==> src/rtl/y86_pkg.sv <==
// y86_pkg: shared icode, condition and CC constants for the condition-code unit.
package y86_pkg;
    localparam logic [3:0] IOPQ    = 4'h6;
    localparam logic [3:0] IJXX    = 4'h7;
    localparam logic [3:0] ICMOVXX = 4'h2;

    typedef enum logic [3:0] {
        C_ALWAYS = 4'h0,
        C_LE     = 4'h1,
        C_L      = 4'h2,
        C_E      = 4'h3,
        C_NE     = 4'h4,
        C_GE     = 4'h5,
        C_G      = 4'h6
    } cond_t;

    localparam int ZF_B = 0;
    localparam int SF_B = 1;
    localparam int OF_B = 2;

    localparam logic [2:0] CC_RST = 3'b001;
endpackage

==> src/rtl/cond_eval.sv <==
// cond_eval: combinational jXX/cmovXX condition decode against a CC snapshot.
module cond_eval
    import y86_pkg::*;
(
    input  logic [2:0] cc,
    input  logic [3:0] ifun,
    output logic       cnd,
    output logic       bad_ifun
);
    logic zf;
    logic lt;

    assign zf = cc[ZF_B];
    assign lt = cc[SF_B] ^ cc[OF_B];

    always_comb begin
        bad_ifun = ifun > C_G;
        cnd = ifun == C_ALWAYS ? 1'b1 :
              ifun == C_LE     ? lt | zf :
              ifun == C_L      ? lt :
              ifun == C_E      ? zf :
              ifun == C_NE     ? !zf :
              ifun == C_GE     ? !lt :
              ifun == C_G      ? !lt & !zf : 1'b0;
    end
endmodule

==> src/rtl/cond_code_unit.sv <==
// cond_code_unit: execute-stage CC register and registered branch/cmov condition.
module cond_code_unit
    import y86_pkg::*;
(
    input  logic       clk,
    input  logic       rst,
    input  logic       valid_in,
    input  logic [3:0] icode,
    input  logic [3:0] ifun,
    input  logic [2:0] alu_cc,
    input  logic       stat_ok,
    input  logic       stall,
    input  logic       bubble,
    output logic [2:0] cc_out,
    output logic       cnd,
    output logic       cnd_valid,
    output logic       cc_err
);
    logic acc;
    logic is_cond;
    logic eval_cnd;
    logic bad_ifun;

    assign acc     = valid_in & !stall & !bubble;
    assign is_cond = icode == IJXX || icode == ICMOVXX;

    // Evaluated against the pre-edge CC, so a jXX right after OPq sees the flags OPq wrote.
    cond_eval u_eval (
        .cc       (cc_out),
        .ifun     (ifun),
        .cnd      (eval_cnd),
        .bad_ifun (bad_ifun)
    );

    always_ff @(posedge clk) begin
        if (rst) begin
            cc_out    <= CC_RST;
            cnd       <= 1'b0;
            cnd_valid <= 1'b0;
            cc_err    <= 1'b0;
        end else if (!stall) begin
            if (acc && icode == IOPQ && stat_ok) cc_out <= alu_cc;
            if (acc && is_cond) cnd <= eval_cnd & !bad_ifun;
            cnd_valid <= acc & is_cond;
            cc_err    <= acc & is_cond & bad_ifun;
        end
    end
endmodule

==> config.mk <==
export PLATFORM = sky130hd
export DESIGN_NAME = cond_code_unit
export DESIGN_NICKNAME = d
export VERILOG_FILES = /design/src/rtl/y86_pkg.sv /design/src/rtl/cond_eval.sv /design/src/rtl/cond_code_unit.sv
export SDC_FILE = /design/constraint.sdc
export NUM_CORES = 1
export LEC_CHECK = 0
export BUFFER_PORTS_ARGS = -buffer_cell sky130_fd_sc_hd__clkbuf_2
export CORE_AREA = 5 5 42 44
export DETAILED_ROUTE_END_ITERATION = 7
export DIE_AREA = 0 0 47 49
export GPL_TIMING_DRIVEN = 0
export HOLD_SLACK_MARGIN = 0.08
export PLACE_DENSITY = 0.52
export SYNTH_ARGS = -nofsm -noshare
export SYNTH_HDL_FRONTEND = slang
export SYNTH_SLANG_ARGS = --single-unit
==> constraint.sdc <==
create_clock -name clk -period 3.1 [get_ports clk]
set_input_delay 0.62 -clock clk [delete_from_list [all_inputs] [get_ports clk]]
set_output_delay 0.62 -clock clk [all_outputs]
set_load 0.03 [all_outputs]
==> PnR_summary.wiki <==
{| class="wikitable"
! Metric !! Value
|-
| Family of cells with the greatest summed delay on the critical path || simple AND/OR/NAND/NOR gates
|-
| Post-synth top area share || a little under two fifths
|-
| Crit path required time || roughly 3.2 ns
|-
| Critical R2R Launch || cc_out[2]
|-
| Critical Path Fanout Max || 4
|-
| Drt total wl || between 800 and 900 um
|-
| Count of yosys warnings during synthesis || 0
|-
| Final count of hold timing violations || 0
|-
| Worst setup path class || primary input to flip-flop
|-
| # hold bufs at CTS || 0
|-
| Global-route wire length before repair || ~1.2 mm
|-
| Path class of the lowest-slack min-delay path || flip-flop to flip-flop
|-
| Syn_nets || 53
|-
| Max-cap violations || 0
|-
| Global routing usage summed across all routing layers || under 10%
|-
| Detailed-routing iteration count for the pre-antenna-repair pass || 4
|-
| Setup repair after global routing missed its margin || no
|-
| Number of buffers added on ports || 22
|-
| Reg clk slew, reported paths || about 0.040 ns
|-
| Placement Rows || 14
|-
| Area enclosed by the die boundary || about 2300 um^2
|-
| Core region area || ~1400 um^2
|-
| Seq pwr share || 45.5%
|-
| Net count, final || 80
|-
| Largest net degree at the start of global routing || 8
|-
| CP Capture Type || flip-flop
|-
| Mean instance size in the synthesized netlist || ~9.0 um^2
|-
| Instance count of the mapped netlist || 36
|-
| Buf/Inv on CP || 1
|-
| Clock tree buffer depth || 2
|-
| TritonCTS buffer count || 3
|-
| Number of ports placed on the die boundary || 23
|-
| Clock sink total || 6
|-
| Depth of the CTS H-tree || 1
|-
| Endpoint arrival time on the critical path || around 1.9 ns
|-
| Proportion of power drawn by the clock network || around two fifths
|-
| Total congestion overflow || 0
|-
| Synthesized flop and latch total || 6
|-
| TritonCTS clock tree || done
|-
| Setup violations, final || 0
|-
| Fraction of power consumed by combinational cells || 13.9%
|-
| Number of violations reported at the end of detailed-routing iteration 0 || 6
|-
| Core Util, Final || between 30% and 40%
|-
| Top cells by area in the synthesized netlist || sky130_fd_sc_hd__dfxtp_1 37%, sky130_fd_sc_hd__mux2i_1 9.3%, sky130_fd_sc_hd__nor2_1 8.1%, sky130_fd_sc_hd__nor4_4 6.6%, sky130_fd_sc_hd__or3b_4 3.5%
|-
| Ant. Diodes || 0
|-
| Sum Neg Setup Slack || 0 ns
|-
| Width of the die || around 47 um
|-
| Clock period minus final worst setup slack || 1.76 ns
|-
| Final non-filler cell total || 77
|-
| Commonest cells post-synth || 7 x sky130_fd_sc_hd__nor2_1, 6 x sky130_fd_sc_hd__dfxtp_1, 3 x sky130_fd_sc_hd__mux2i_1
|-
| Vias in the first global route || ~320
|-
| Growth of design area from synthesis to finish || 47.3%
|-
| Outcome || finished, final reports clean
|-
| Clock insertion delay at the later pin of the skew report || roughly 0.24 ns
|-
| Chain of cells forming the critical path || clkbuf_2 -> or3b_4 -> nor4_4 -> nor2b_1 -> a211o_1
|-
| Vert. Die Dim || 49 um
|-
| Detail-routed net length per standard cell || around 10 um
|-
| Internal power || around 0.13 mW
|-
| Register-to-Register Path Depth || 4
|-
| Resize count post-CTS || 0
|-
| Share of post-route cells with drive strength above 1 || about 46%
|-
| Syn Std Cell Area || 323 um^2
|-
| Number of cells on the worst hold path || 2
|-
| Kind of launch point of the worst setup path || primary input
|-
| Most used standard cell by instance count after synthesis || sky130_fd_sc_hd__nor2_1
|-
| Leakage power figure || roughly 0.22 nW
|-
| Weighted congestion at the end of routability-driven global placement || approximately 0.7
|-
| Netlist cell types || 21
|-
| Fin Clk Skew || between 0.003 and 0.004 ns
|-
| Fraction of synthesis flops using an asynchronous set or reset pin || 0%
|-
| Sw power || about 0.038 mW
|-
| Final Max Tran Viols || 0
|-
| Post-detailed-route count of antenna-violating nets || 0
|-
| Highest cell delay on the worst timing path || roughly 0.4 ns
|-
| Buffers inserted during post-CTS setup optimization || 0
|-
| Transition at the pin with the smallest max-transition slack || around 0.45 ns
|-
| Critical hold path startpoint || cnd
|-
| Sequential-to-total area share from yosys stat || about 37%
|-
| Initial Util || between 20% and 30%
|-
| Via Count || between 300 and 400
|-
| Number of synthesized flops with an enable pin || 0
|-
| Number of cells after detailed placement || 74
|-
| Largest vdd supply drop || between 0.00015 and 0.0002 V
|-
| RR Endpoint || cnd
|-
| Top flip-flop cell by instance count after synthesis || sky130_fd_sc_hd__dfxtp_1
|-
| Flop2flop setup slack || about 2 ns
|-
| Vias per Instance || around 4.6
|-
| Root buf cell || sky130_fd_sc_hd__clkbuf_4
|-
| Normalized max-slew margin || a little over two thirds
|-
| Power density relative to cell area || between 300 and 400 nW/um^2
|-
| Net switching fraction of the power || between 20 and 25%
|-
| Initial antenna violation count || 0
|-
| Cell type with the highest aggregate area in the netlist || sky130_fd_sc_hd__dfxtp_1
|-
| Crit path max-delay cell type || sky130_fd_sc_hd__or3b_4
|-
| Hold Path End || cnd
|-
| Post-route DRC violation count || 0
|-
| Max Clock Freq || approximately 0.57 GHz
|-
| Final clock period utilization by the worst path || between 50% and 60%
|-
| HPWL reported at the end of detailed placement || a little under 700 um
|}
## through the flow
step	cell area, um^2	hold slack, ns	total power [mW]	setup WS [ns]
floorplan	323	0.600	0.0885	1.29
CTS	475	0.484	0.176	1.33
global placement	453	0.470	0.103	1.09
detailed placement	453	0.477	0.103	1.08
global route	475	0.500	0.185	1.30
finish	475	0.477	0.171	1.34
## registers in the layout, summed over array words and instances, names as in the netlist
signal,flops
cc_err,1
cnd,1
cc_out,3
cnd_valid,1
## logic make-up (layout without fill, tap and decap cells)
family / count (synthesis) / in the layout / share of synthesized area [%]
buffers and inverters: 2 / 27 / 2.33
multiplexers: 3 / 3 / 9.30
XOR/XNOR: 2 / 2 / 5.43
AND/OR/NAND/NOR: 14 / 14 / 26.4
AO/OA/AOI/OAI: 9 / 9 / 19.4
flip-flops: 6 / 6 / 37.2
## worst register-to-register path, delay by kind of cell, from the launching register on
| family | cells | cell delay, ns |
|---|---|---|
| DFF | 1 | 0.32 |
| muxes | 1 | 0.23 |
| AOI/OAI and AO/OA | 2 | 0.23 |
| xor gates and xnor gates | 1 | 0.24 |
## worst max-delay path by stage
stage	startpoint	to	depth (start not counted)
floorplan	stall	cc_out[0]	4
global placement	stall	cc_out[0]	5
detailed placement	stall	cc_out[0]	5
CTS	stall	cc_out[0]	5
global route	stall	cc_out[0]	5
finish	stall	cc_out[0]	5
## cell type report
type / count / area, um^2
clock buffer: 3 / 22.5
fill: 162 / 926
inverter: 2 / 7.51
multi-input combinational: 28 / 195
sequential: 6 / 120
tap: 16 / 20.0
timing repair buffer: 22 / 110
## routing by layer
metal | routed length, um | vias to the layer above | GRT usage, %
li1 | - | 180 | -
met1 | 348 | 154 | 8.81
met2 | 345 | 17 | 9.95
met3 | 113 | 0 | 4.43
met4 | 0 | 0 | 4.15
met5 | 0 | - | 0
## power groups by stage
stage	clock network (mW)	logic (mW)	registers, mW
floorplan	0	0.00841	0.0801
global placement	0	0.0240	0.0794
detailed placement	0	0.0241	0.0794
CTS	0.0742	0.0242	0.0780
global route	0.0805	0.0263	0.0778
finish	0.0697	0.0238	0.0780
## cells in the final DEF, fill, tap and decap left out, drive strengths merged
| cell type | n |
|---|---|
| a211o | 1 |
| a21oi | 2 |
| a22oi | 1 |
| a31o | 1 |
| a31oi | 1 |
| clkbuf | 25 |
| dfxtp | 6 |
| inv | 2 |
| mux2i | 3 |
| nand2 | 1 |
| nand2b | 1 |
| nand3 | 1 |
| nor2 | 7 |
| nor2b | 1 |
| nor3 | 1 |
| nor4 | 1 |
| o211ai | 1 |
| o21ai | 1 |
| o32ai | 1 |
| or3b | 1 |
| xnor2 | 1 |
| xor2 | 1 |
No activity file was read; power rests on OpenSTA's default activity.
